<file path="config.mk">
export PLATFORM = sky130hd
export DESIGN_NAME = period_meter
export DESIGN_NICKNAME = d
export VERILOG_FILES = /design/src/rtl/period_meter_pkg.sv /design/src/rtl/period_meter_sync_rise_detect.sv /design/src/rtl/period_meter.sv
export SDC_FILE = /design/constraint.sdc
export NUM_CORES = 1
export LEC_CHECK = 0
export BUFFER_PORTS_ARGS = -buffer_cell sky130_fd_sc_hd__buf_2
export CAP_MARGIN = 20
export CORE_ASPECT_RATIO = 0.6
export CORE_UTILIZATION = 50
export DETAILED_ROUTE_END_ITERATION = 7
export GPL_TIMING_DRIVEN = 0
export HOLD_SLACK_MARGIN = 0.12
export PLACE_DENSITY = 0.81
export SLEW_MARGIN = 10
export SYNTH_ARGS = -nofsm -noshare
export SYNTH_HDL_FRONTEND = slang
export SYNTH_HIERARCHICAL = 1
export SYNTH_SLANG_ARGS = --single-unit
</file>
<file path="constraint.sdc">
create_clock -name PCLK -period 2.7 [get_ports PCLK]
set_clock_uncertainty 0.1 [all_clocks]
set_input_delay 0.405 -clock PCLK [delete_from_list [all_inputs] [get_ports PCLK]]
set_output_delay 0.405 -clock PCLK [all_outputs]
set_load 0.005 [all_outputs]
</file>
<file path="src/rtl/period_meter_pkg.sv">
// Shared types and default parameters for the period meter.
package period_meter_pkg;

  localparam int unsigned DEF_CNT_W       = 32;
  localparam int unsigned DEF_SYNC_STAGES = 2;
  localparam logic [31:0] DEF_TIMEOUT_CYC = 32'hFFFF_FFFF;

  typedef enum logic [1:0] {
    ST_IDLE    = 2'd0,
    ST_ARM     = 2'd1,
    ST_MEASURE = 2'd2
  } pm_state_e;

endpackage

</file>
<file path="src/rtl/period_meter_sync_rise_detect.sv">
// Synchronizes an asynchronous input into the PCLK domain and flags its
// rising edges. The edge flag follows the input edge by SYNC_STAGES+1 PCLK
// edges (as seen by logic sampling it). SYNC_STAGES must be at least 2.
module sync_rise_detect
  import period_meter_pkg::*;
#(
  parameter int unsigned SYNC_STAGES = DEF_SYNC_STAGES
) (
  input  logic PCLK,
  input  logic PRESETn,
  input  logic async_in,
  output logic rise
);

  logic [SYNC_STAGES-1:0] r_sync;
  logic                   r_hist;

  // Synchronizer chain followed by one history flop for edge detection.
  always_ff @(posedge PCLK or negedge PRESETn) begin
    if (!PRESETn) begin
      r_sync <= '0;
      r_hist <= 1'b0;
    end else begin
      r_sync <= {r_sync[SYNC_STAGES-2:0], async_in};
      r_hist <= r_sync[SYNC_STAGES-1];
    end
  end

  assign rise = r_sync[SYNC_STAGES-1] & ~r_hist;

endmodule

</file>
<file path="src/rtl/period_meter.sv">
// Measures the period of a slow asynchronous signal in PCLK cycles and
// presents each result on a valid/ready port with sticky status flags.
//
// state      | meaning
// -----------+-----------------------------------------------------------
// ST_IDLE    | disabled, count held at 0
// ST_ARM     | waiting for the first rising edge (it yields no result)
// ST_MEASURE | counting; each rising edge captures count and restarts at 1
module period_meter
  import period_meter_pkg::*;
#(
  parameter int unsigned      CNT_W       = DEF_CNT_W,
  parameter int unsigned      SYNC_STAGES = DEF_SYNC_STAGES,
  parameter logic [CNT_W-1:0] TIMEOUT_CYC = CNT_W'(DEF_TIMEOUT_CYC)
) (
  input  logic             PCLK,
  input  logic             PRESETn,
  input  logic             sig_in,
  input  logic             enable,
  input  logic             status_clr,
  input  logic             meas_ready,
  output logic             meas_valid,
  output logic [CNT_W-1:0] meas_period,
  output logic             timeout,
  output logic             overrun,
  output logic             busy
);

  pm_state_e        r_state;
  pm_state_e        w_state_nxt;
  logic [CNT_W-1:0] r_count;
  logic [CNT_W-1:0] w_count_nxt;
  logic             w_rise;
  logic             w_capture;
  logic             w_timeout_set;
  logic             w_overrun_set;

  sync_rise_detect #(
    .SYNC_STAGES (SYNC_STAGES)
  ) u_sync_rise (
    .PCLK     (PCLK),
    .PRESETn  (PRESETn),
    .async_in (sig_in),
    .rise     (w_rise)
  );

  // State and period counter registers.
  always_ff @(posedge PCLK or negedge PRESETn) begin
    if (!PRESETn) begin
      r_state <= ST_IDLE;
      r_count <= '0;
    end else begin
      r_state <= w_state_nxt;
      r_count <= w_count_nxt;
    end
  end

  // Next-state and counter logic; disabling wins over edges and timeout,
  // and an edge landing on the timeout count is captured, not timed out.
  always_comb begin
    w_state_nxt   = r_state;
    w_count_nxt   = r_count;
    w_capture     = 1'b0;
    w_timeout_set = 1'b0;
    if (!enable) begin
      w_state_nxt = ST_IDLE;
      w_count_nxt = '0;
    end else begin
      case (r_state)
        ST_IDLE: begin
          w_state_nxt = ST_ARM;
          w_count_nxt = '0;
        end
        ST_ARM: begin
          if (w_rise) begin
            w_state_nxt = ST_MEASURE;
            w_count_nxt = CNT_W'(1);
          end
        end
        ST_MEASURE: begin
          if (w_rise) begin
            w_capture   = 1'b1;
            w_count_nxt = CNT_W'(1);
          end else if (r_count == TIMEOUT_CYC) begin
            w_timeout_set = 1'b1;
            w_count_nxt   = '0;
            w_state_nxt   = ST_ARM;
          end else begin
            w_count_nxt = r_count + CNT_W'(1);
          end
        end
        default: begin
          w_state_nxt = ST_IDLE;
          w_count_nxt = '0;
        end
      endcase
    end
  end

  assign w_overrun_set = w_capture & meas_valid & ~meas_ready;

  // Result register with valid/ready handshake; a capture against a stalled
  // consumer is dropped so the held value stays stable.
  always_ff @(posedge PCLK or negedge PRESETn) begin
    if (!PRESETn) begin
      meas_valid  <= 1'b0;
      meas_period <= '0;
    end else begin
      if (w_capture) begin
        if (!meas_valid || meas_ready) begin
          meas_period <= r_count;
          meas_valid  <= 1'b1;
        end
      end else if (meas_valid && meas_ready) begin
        meas_valid <= 1'b0;
      end
    end
  end

  // Sticky status flags; a set event beats a simultaneous clear.
  always_ff @(posedge PCLK or negedge PRESETn) begin
    if (!PRESETn) begin
      timeout <= 1'b0;
      overrun <= 1'b0;
    end else begin
      if (w_timeout_set)   timeout <= 1'b1;
      else if (status_clr) timeout <= 1'b0;
      if (w_overrun_set)   overrun <= 1'b1;
      else if (status_clr) overrun <= 1'b0;
    end
  end

  assign busy = (r_state == ST_MEASURE);

endmodule

</file>
==> results.md <==
- Status: finished, final reports clean
- WL final: around 6700 um
- Yosys warns: 6
- CP max stage cell: nor4_2
- Die X: around 110 um
- Least-Margin Pin Slew: about 500 ps
- Peak fanout along the critical path: 10
- Hold bufs inserted after CTS: 2
- IO Pins: 42
- Via count: approximately 2400
- Number of buffers created by CTS: 9
- Core area: between 6000 and 7000 sq um
- Sequential fraction of the synthesis area: between 50% and 60%
- Die ar.: ~7200 sq um
- Unrepaired setup endpoints after global routing: no
- Critical path arrival: between 2000 and 2500 ps
- Vias in the first global route: 2348
- CTS tree: built
- Placed cells: roughly 420
- Crit path kind: flip-flop to flip-flop
- Hold Path Class: input pin to flip-flop
- Number of max-slew violations in the final report: 0
- Buf+Inv Stages, Crit Path: 1
- GPL Wtd Cong: 0.823
- Drt initial violations: roughly 130
- Cell taking the most area after synthesis: dfrtp_1
- Worst rel slew slack: ~66%
- Crit-path cells: ha_1, nand3_2, nor4_2, nand3_2, a21oi_4, buf_6, nor2_1
- Row cnt: 22
- DP Worst Slack: between 400 and 500 ps
- Port bufs: 40
- Slowest stage delay, CP: between 400 and 500 ps
- Final Hold Fails: 0
- ANT nets after route: 0
- Clock Latency Late Sink: around 330 ps
- Lkg Pwr: ~1.9 nW
- Initial antenna violation count: 0
- F_max: around 0.44 GHz
- Delay-heaviest family, CP: simple AND/OR/NAND/NOR gates
- Max-cap violations: 0
- Overall routing resource usage: 22.1%
- Synthesis-to-layout area growth: 18.2%
- Setup crit end kind: flip-flop
- Clk sinks: 72
- Final-report setup violation count: 0
- Setup TNS: 0 ps
- Clock slew seen by the registers of the worst setup and hold paths: ~50 ps
- CTS resizes: 0
- Antenna Cells: 0
- Via-to-Cell Ratio: between 5 and 6
- Die height: around 66 um
- Synth top area share: ~53%
- CTS root buf: clkbuf_16
- Critical Path Most Common Cell: nand3_2
- Final WS setup: 409 ps
- Gr ovfl total: 0
- Top cells by area, synth: dfrtp_1 53%, mux2_2 11%, xor2_1 4.3%
- EDFF count, synth: 0
- Post-synth ARST share: 100%
- Post-CTS setup buffers: 0
- Syn_nets: 306
- Global-route wire length before repair: around 12000 um
- Starting Density: a little over half
- Nets@finish: 360
- #FFs+latches synth: 72
- # DRC: 0
- Clock Path Buffers: 2
- Largest net degree at the start of global routing: 52
- Worst IR Drop VDD: ~0.43 mV
- Depth of the CTS H-tree: 3
- Tcrit/Tclk final: a little over four fifths
- Worst endpoint required time: around 2800 ps
- DRT Pass-1 Iters: 4
- Post-synth top flop: dfrtp_1
- WHS: around 180 ps
- WL/cell: roughly 15 um
- DP HPWL: slightly below 5000 um
- Fin cells: 440
- Power density over the cells: 564 nW/um^2
- Post-Synthesis Cells: a little under 300
- Critical Path Source Type: flip-flop
- Avg Cell Area, Syn: roughly 12 sq um
- Layout cells sized above 1: ~31%
- Tmin final: roughly 2300 ps
- Synth cell types: 43
- Mapped cell area: 3430 sq um
path summary, 6_finish.rpt:
| path | startpoint | to | slack (ps) | depth (start not counted) |
|---|---|---|---|---|
| max | r_count[0] | r_count[7] | 410 | 7 |
| max in group asynchronous | PRESETn | r_count[17] | 1550 | 3 |
| min in group asynchronous | PRESETn | meas_period[27] | 410 | 2 |
| min reg2reg | u_sync_rise/r_sync[0] | u_sync_rise/r_sync[1] | 250 | 0 |
| max reg2reg | r_count[0] | r_count[7] | 410 | 7 |
| min | status_clr | timeout | 180 | 2 |
report_power, final:
| group | leakage, nW | total (mW) | internal, mW | switching [mW] |
|---|---|---|---|---|
| Combinational | 0.798 | 0.130 | 0.0480 | 0.0818 |
| Sequential | 0.998 | 1.10 | 1.09 | 0.00782 |
| Clock | 0.136 | 1.06 | 0.640 | 0.418 |
sequential cells by signal (all words and copies together) (netlist names):
signal / flops
meas_period: 32
r_count: 32
r_state: 2
u_sync_rise/r_sync: 2
meas_valid: 1
overrun: 1
timeout: 1
u_sync_rise/r_hist: 1
cell usage after synthesis (2+ instances only):
| library cell | number |
|---|---|
| o21ai_0 | 2 |
| nand4_4 | 2 |
| nor2_1 | 35 |
| clkbuf_1 | 3 |
| nand2_1 | 20 |
| dfrtp_1 | 72 |
| a21oi_1 | 7 |
| buf_2 | 5 |
| nand4_1 | 21 |
| xor2_1 | 17 |
| and4_1 | 2 |
| buf_6 | 2 |
| nand3_2 | 2 |
| and2_1 | 3 |
| nor3_1 | 3 |
| nand3b_1 | 2 |
| mux2i_1 | 4 |
| xnor2_1 | 5 |
| inv_1 | 9 |
| o211ai_1 | 3 |
| ha_1 | 3 |
| nand3_1 | 15 |
| o22ai_1 | 2 |
| or3_1 | 3 |
| nor2b_1 | 2 |
| mux2_2 | 33 |
| nor4_4 | 4 |
kinds of logic after synthesis:
kind of cell / share of synthesized area [%]
compound gates: 3.83
buf+inv: 3.03
mux: 12.0
fa+ha+maj: 1.10
xor+xnor: 5.62
simple gates: 21.8
flops: 52.6
cells in the final DEF, fill, tap and decap left out, types with 2 or more instances in the layout:
cell type      count
dfrtp_1           72
buf_2             44
nor2_1            35
mux2_2            33
nand4_1           21
nand2_1           20
xor2_1            17
nand3_1           15
inv_1              9
clkbuf_16          9
a21oi_1            7
clkbuf_1           5
xnor2_1            5
nor4_4             4
mux2i_1            4
clkinv_2           4
and2_1             3
nor3_1             3
o211ai_1           3
or3_1              3
ha_1               3
nor2b_1            2
buf_4              2
nand4_4            2
nand3_2            2
and4_1             2
buf_6              2
nand3b_1           2
o22ai_1            2
o21ai_0            2
dlygate4sd3_1      2
final cells by class:
type / instances / area [sq um]
timing repair buffer: 43 / 250
inverter: 9 / 33.8
multi-input combinational: 204 / 1520
buffer: 12 / 70.1
clock inverter: 4 / 20.0
tap: 84 / 105
fill: 510 / 2310
clock buffer: 12 / 246
sequential: 72 / 1800
layer usage:
metal	global-route usage, %	wire, um	vias to the layer above
met5	0	0	-
met4	5.74	14	0
met3	8.77	483	4
li1	-	-	1162
met2	30.5	2820	70
met1	31.9	3420	1171
metrics by stage:
stage	util (%)	power [mW]	cell area (sq um)
after floorplan	-	1.19	3430
after global placement	58.7	1.24	3730
after detailed placement	59.1	1.24	3760
after CTS	63.7	2.32	4050
after global routing	63.7	2.38	4050
final	63.7	2.28	4050
Note: power is estimated with default switching activity, not from simulation.
